[src/rtl/stopwatch_counter.sv]
// rtl/stopwatch_counter.sv - minutes:seconds BCD stopwatch counting stage with run/pause and field adjust
module stopwatch_counter #(
    parameter int MIN_MAX = 59
) (
    input  logic       clk,
    input  logic       rst,
    input  logic       tick_1hz,
    input  logic       tick_2hz,
    input  logic       adjust,
    input  logic       select,
    input  logic       pause,
    output logic [3:0] min_tens,
    output logic [3:0] min_ones,
    output logic [3:0] sec_tens,
    output logic [3:0] sec_ones,
    output logic       running,
    output logic       wrap
);

    // BCD digits of the highest minutes value before the minutes field rolls over
    localparam logic [3:0] MAX_TENS = 4'(MIN_MAX / 10);
    localparam logic [3:0] MAX_ONES = 4'(MIN_MAX % 10);

    typedef enum logic {
        ST_RUN    = 1'b0,
        ST_PAUSED = 1'b1
    } state_t;

    state_t state_q;
    state_t state_d;

    logic [3:0] min_tens_q, min_ones_q, sec_tens_q, sec_ones_q;
    logic [3:0] min_tens_d, min_ones_d, sec_tens_d, sec_ones_d;
    logic       wrap_q, wrap_d;

    logic       active_tick;
    logic       advance;
    logic       sec_at_max;
    logic       min_at_max;
    logic [7:0] sec_inc;
    logic [7:0] min_inc;

    // Seconds field +1 in BCD, 59 rolls to 00
    function automatic logic [7:0] inc_sec(input logic [3:0] tens, input logic [3:0] ones);
        logic [7:0] r;
        if (ones != 4'd9) begin
            r = {tens, ones + 4'd1};
        end else if (tens != 4'd5) begin
            r = {tens + 4'd1, 4'd0};
        end else begin
            r = 8'h00;
        end
        return r;
    endfunction

    // Minutes field +1 in BCD, MIN_MAX rolls to 00
    function automatic logic [7:0] inc_min(input logic [3:0] tens, input logic [3:0] ones);
        logic [7:0] r;
        if (tens == MAX_TENS && ones == MAX_ONES) begin
            r = 8'h00;
        end else if (ones != 4'd9) begin
            r = {tens, ones + 4'd1};
        end else begin
            r = {tens + 4'd1, 4'd0};
        end
        return r;
    endfunction

    // State register: RUN after reset, pause pulses toggle it
    always_ff @(posedge clk or posedge rst) begin
        if (rst) begin
            state_q <= ST_RUN;
        end else begin
            state_q <= state_d;
        end
    end

    // Next-state: only a pause pulse moves the machine
    always_comb begin
        state_d = state_q;
        if (pause) begin
            state_d = (state_q == ST_RUN) ? ST_PAUSED : ST_RUN;
        end
    end

    // Output decode: running reflects the registered state
    always_comb begin
        running = (state_q == ST_RUN);
    end

    // Tick selection by mode; qualified by the pre-toggle state so a same-cycle pause acts afterwards
    always_comb begin
        active_tick = adjust ? tick_2hz : tick_1hz;
        advance     = active_tick && (state_q == ST_RUN);
        sec_at_max  = (sec_tens_q == 4'd5) && (sec_ones_q == 4'd9);
        min_at_max  = (min_tens_q == MAX_TENS) && (min_ones_q == MAX_ONES);
        sec_inc     = inc_sec(sec_tens_q, sec_ones_q);
        min_inc     = inc_min(min_tens_q, min_ones_q);
    end

    // Next count: carry chain in normal mode, single field without carry in adjust mode
    always_comb begin
        min_tens_d = min_tens_q;
        min_ones_d = min_ones_q;
        sec_tens_d = sec_tens_q;
        sec_ones_d = sec_ones_q;
        wrap_d     = 1'b0;
        if (advance) begin
            if (adjust) begin
                if (select) begin
                    {sec_tens_d, sec_ones_d} = sec_inc;
                end else begin
                    {min_tens_d, min_ones_d} = min_inc;
                end
            end else begin
                {sec_tens_d, sec_ones_d} = sec_inc;
                if (sec_at_max) begin
                    {min_tens_d, min_ones_d} = min_inc;
                    wrap_d = min_at_max;
                end
            end
        end
    end

    // Count and wrap registers
    always_ff @(posedge clk or posedge rst) begin
        if (rst) begin
            min_tens_q <= 4'd0;
            min_ones_q <= 4'd0;
            sec_tens_q <= 4'd0;
            sec_ones_q <= 4'd0;
            wrap_q     <= 1'b0;
        end else begin
            min_tens_q <= min_tens_d;
            min_ones_q <= min_ones_d;
            sec_tens_q <= sec_tens_d;
            sec_ones_q <= sec_ones_d;
            wrap_q     <= wrap_d;
        end
    end

    assign min_tens = min_tens_q;
    assign min_ones = min_ones_q;
    assign sec_tens = sec_tens_q;
    assign sec_ones = sec_ones_q;
    assign wrap     = wrap_q;

endmodule

[config.mk]
export PLATFORM = sky130hd
export DESIGN_NAME = stopwatch_counter
export DESIGN_NICKNAME = d
export VERILOG_FILES = /design/src/rtl/stopwatch_counter.sv
export SDC_FILE = /design/constraint.sdc
export NUM_CORES = 1
export LEC_CHECK = 0
export ABC_AREA = 0
export ABC_CLOCK_PERIOD_IN_PS = 2000
export BUFFER_PORTS_ARGS = -buffer_cell sky130_fd_sc_hd__buf_2
export CORE_ASPECT_RATIO = 1.5
export CORE_MARGIN = 1.5
export CORE_UTILIZATION = 48
export DETAILED_ROUTE_END_ITERATION = 8
export GPL_ROUTABILITY_DRIVEN = 0
export PLACE_DENSITY = 0.75
export SYNTH_ARGS = -nofsm -noshare
export SYNTH_HDL_FRONTEND = slang
export SYNTH_SLANG_ARGS = --single-unit
[constraint.sdc]
create_clock -name clk -period 2 [get_ports clk]
set_input_delay 0.2 -clock clk [delete_from_list [all_inputs] [get_ports clk]]
set_output_delay 0.2 -clock clk [all_outputs]
set_load 0.01 [all_outputs]
==> flow_metrics.tcl <==
set metrics [dict create \
    status "finished with violations" \
    violations "negative hold slack" \
    p_int_w 0.000901 \
    synthesis.yosys.warnings 0 \
    detailroute.via_count 817 \
    clock_sinks 18 \
    num-nets-final 139 \
    syn2layout_area_growth_pct 17.6 \
    ws_path_type "register to register" \
    critical_path.cell_chain "inv_1 -> ha_1 -> and3b_2 -> or3b_2 -> o31ai_1 -> o21ai_0" \
    final.period_utilization_pct 93.3 \
    synth_sequential_area_ratio_pct 44.2 \
    post_synth.cell_area_avg_um2 10.4 \
    clock_latency_ns 0.29 \
    p_seq_share_pct 43.8 \
    largest_vdd_supply_drop_uv 671 \
    clkPwrFrac_pct 11.3 \
    clockBufferDepth 2 \
    core_region_area_um2 2030 \
    power.leakage_nw 0.563 \
    start_util_pct 50.2 \
    postPlaceCellArea_um2 1170 \
    worst_setup_path_end_kind "register" \
    path_depth_of_the_worst_reg2reg_path 6 \
    first_iter_violations 14 \
    setup-tns-final_ns 0 \
    postCtsSetupBuffers 0 \
    io_buffer_count 24 \
    rsz0062_at_grt "no" \
    crit-reg2reg-launch "min_ones[1]" \
    hpwl_um 1480 \
    hold_class "primary input to async pin" \
    drc 0 \
    io-pin-count 25 \
    synth_largest_type_area_fraction_pct 44.2 \
    clk_root_buffer_cell "sky130_fd_sc_hd__clkbuf_4" \
    finClkSkew_ns 0.00717 \
    drt_pass1_iterations 4 \
    switching_share_pct 41.9 \
    n_antenna_cell 0 \
    largest_net_degree_at_the_start_of_global_routing 19 \
    max_clock_freq_ghz 0.536 \
    setup_viol_count_final 0 \
    synthArstFlopShare_pct 100 \
    postRouteAntennaNets 0 \
    layout_cells_sized_above_1_pct 31.7 \
    share_comb_of_total_power_pct 45.0 \
    worst_setup_hold_path_clk_slew_ns 0.10 \
    arrival_ns 2.04 \
    drt-total-wl_um 1900 \
    synth.distinct_cells 35 \
    grt_antenna_before_repair 0 \
    layout.filler_cells 180 \
    p_switching_w 0.000650 \
    crit_required_ns 2.17 \
    startpoint_type "register" \
    fp.dieArea_um2 2410 \
    synth.area.top_cells "sky130_fd_sc_hd__dfrtp_1, sky130_fd_sc_hd__ha_1, sky130_fd_sc_hd__mux2_2, sky130_fd_sc_hd__xnor2_1, sky130_fd_sc_hd__nand2_1" \
    yosysTopAreaCell "sky130_fd_sc_hd__dfrtp_1" \
    fin_hold_ws_ns -0.00336 \
    grt_first_pass_wirelength_um 2960 \
    finalCoreUtilization_pct 59.1 \
    critPathSlowestCell "sky130_fd_sc_hd__or3b_2" \
    rows 20 \
    tritoncts_clock_tree "yes" \
    synthesis.nets 109 \
    timing.final.max_slew_violations 0 \
    synth-seq-cells 18 \
    floorplan.die.height_um 59.4 \
    layout_setup_ws_ns 0.133 \
    grt_pass1_vias 748 \
    ys.flop_type "sky130_fd_sc_hd__dfrtp_1" \
    pwr_density_cell_nw_per_um2 1300 \
    max_slew.worst_pin.slew_ns 0.689 \
    period_needed_ns 1.87 \
    mappedNetlistArea_um2 1020 \
    post_synth_inst_count 98 \
    die-width_um 40.6 \
    slew_headroom_pct 54.0 \
    cts_max_level 1 \
    final_cell_area_um2 1200 \
    report.final.hold_viol_count 7 \
    drv.max_cap_violation_count 0 \
    critPathMaxStageDelay_ns 0.48 \
    timing.reg2reg.setup_slack_ns 0.13 \
    r2r-end "min_tens[2]" \
    grt_util_all_layers_pct 17.7 \
    power_w 0.00155 \
    post_drt_via_cell_ratio 5.52 \
    worst-path-max-fanout 6 \
    placement.setup.worst_slack_ns 0.118 \
    cts-buffers-inserted 3 \
    synth_enable_flop_cells 0 \
    grt_overflow_total 0 \
    post_drt_wl_per_cell_um 12.9 \
]
-- registers in the layout (all words and copies together), names as in the netlist --
register	count
min_ones	4
min_tens	4
sec_ones	4
sec_tens	4
state_q	1
wrap	1
-- cells in the final DEF, fill, tap and decap left out, types with 2 or more instances in the layout --
master,synthesis,routed
sky130_fd_sc_hd__o211ai_1,2,2
sky130_fd_sc_hd__nor2b_1,4,4
sky130_fd_sc_hd__clkbuf_4,0,3
sky130_fd_sc_hd__inv_1,6,6
sky130_fd_sc_hd__mux2_1,2,2
sky130_fd_sc_hd__dfrtp_1,18,18
sky130_fd_sc_hd__nand3_1,5,5
sky130_fd_sc_hd__nand2b_1,4,4
sky130_fd_sc_hd__o31ai_1,3,3
sky130_fd_sc_hd__mux2_2,4,4
sky130_fd_sc_hd__o21ai_0,5,5
sky130_fd_sc_hd__a21oi_1,4,4
sky130_fd_sc_hd__buf_2,0,24
sky130_fd_sc_hd__ha_1,4,4
sky130_fd_sc_hd__nand2_1,8,8
sky130_fd_sc_hd__xnor2_1,4,4
sky130_fd_sc_hd__nor2_1,5,5
-- worst max-delay path: cells and delay by family (launching register included) --
kind / cells / cell delay (ns)
AND/OR/NAND/NOR: 2 / 0.72
buffers and inverters: 1 / 0.08
adder cells (fa/ha/maj): 1 / 0.18
flip-flops: 1 / 0.44
AO/OA/AOI/OAI: 2 / 0.35
-- metal layers --
metal | share of wire (%) | up-vias | track usage (%)
li1 | - | 409 | -
met1 | 45 | 387 | 20.2
met2 | 50 | 17 | 31.1
met3 | 3.4 | 4 | 2.26
met4 | 1.4 | 0 | 7.14
met5 | 0 | - | 0
-- per-stage QoR --
stage | hold slack (ns) | std cells
after floorplan | 0.139 | 98
after global placement | 0.338 | 145
after detailed placement | 0.353 | 145
after CTS | 0.0327 | 148
after global routing | 0.0740 | 148
final | -0.00336 | 148
-- synthesized netlist by cell type (all sizes together) (4+ instances only) --
master	n
nor2	5
nand2	8
mux2	6
nand3	6
nand2b	4
xnor2	4
dfrtp	18
o31ai	4
nor2b	4
a21oi	4
ha	4
o21ai	5
inv	6
-- logic make-up after synthesis --
group,count (synthesis),share of synthesized area [%]
xor+xnor,5,4.30
mux,7,7.62
buf+inv,6,2.21
fa+ha+maj,4,4.91
simple gates,38,22.0
compound gates,20,14.7
flops,18,44.2
-- power by group through the flow --
| stage | Sequential [W] | Combinational (W) | Clock (W) |
|---|---|---|---|
| global placement | 0.000667 | 0.000687 | 0 |
| global route | 0.000706 | 0.000777 | 0.000193 |
| floorplan | 0.000714 | 0.000420 | 0 |
| CTS | 0.000678 | 0.000705 | 0.000181 |
| detailed placement | 0.000686 | 0.000704 | 0 |
| finish | 0.000678 | 0.000698 | 0.000175 |
-- how the worst max path moves through the flow --
stage	to	start
after floorplan	min_tens[2]	min_ones[1]
after global placement	min_tens[2]	min_ones[1]
after detailed placement	min_tens[2]	min_ones[1]
after CTS	min_tens[2]	min_ones[1]
after global routing	min_tens[3]	min_ones[1]
final	min_tens[2]	min_ones[1]
-- what timing repair did --
action,CTS,global route
setup endpoints to repair,0,2
resized for setup,0,1
hold buffers,0,0
hold endpoints to repair,0,0
-- final cells by class --
class	count	area (µm²)	share of cell area, %
tap	22	27.5	2.30
multi-input combinational	74	547	45.7
inverter	6	22.5	1.88
sequential	18	450	37.6
timing repair buffer	25	128	10.7
clock buffer	3	22.5	1.88
No activity file was read; power rests on OpenSTA's default activity.
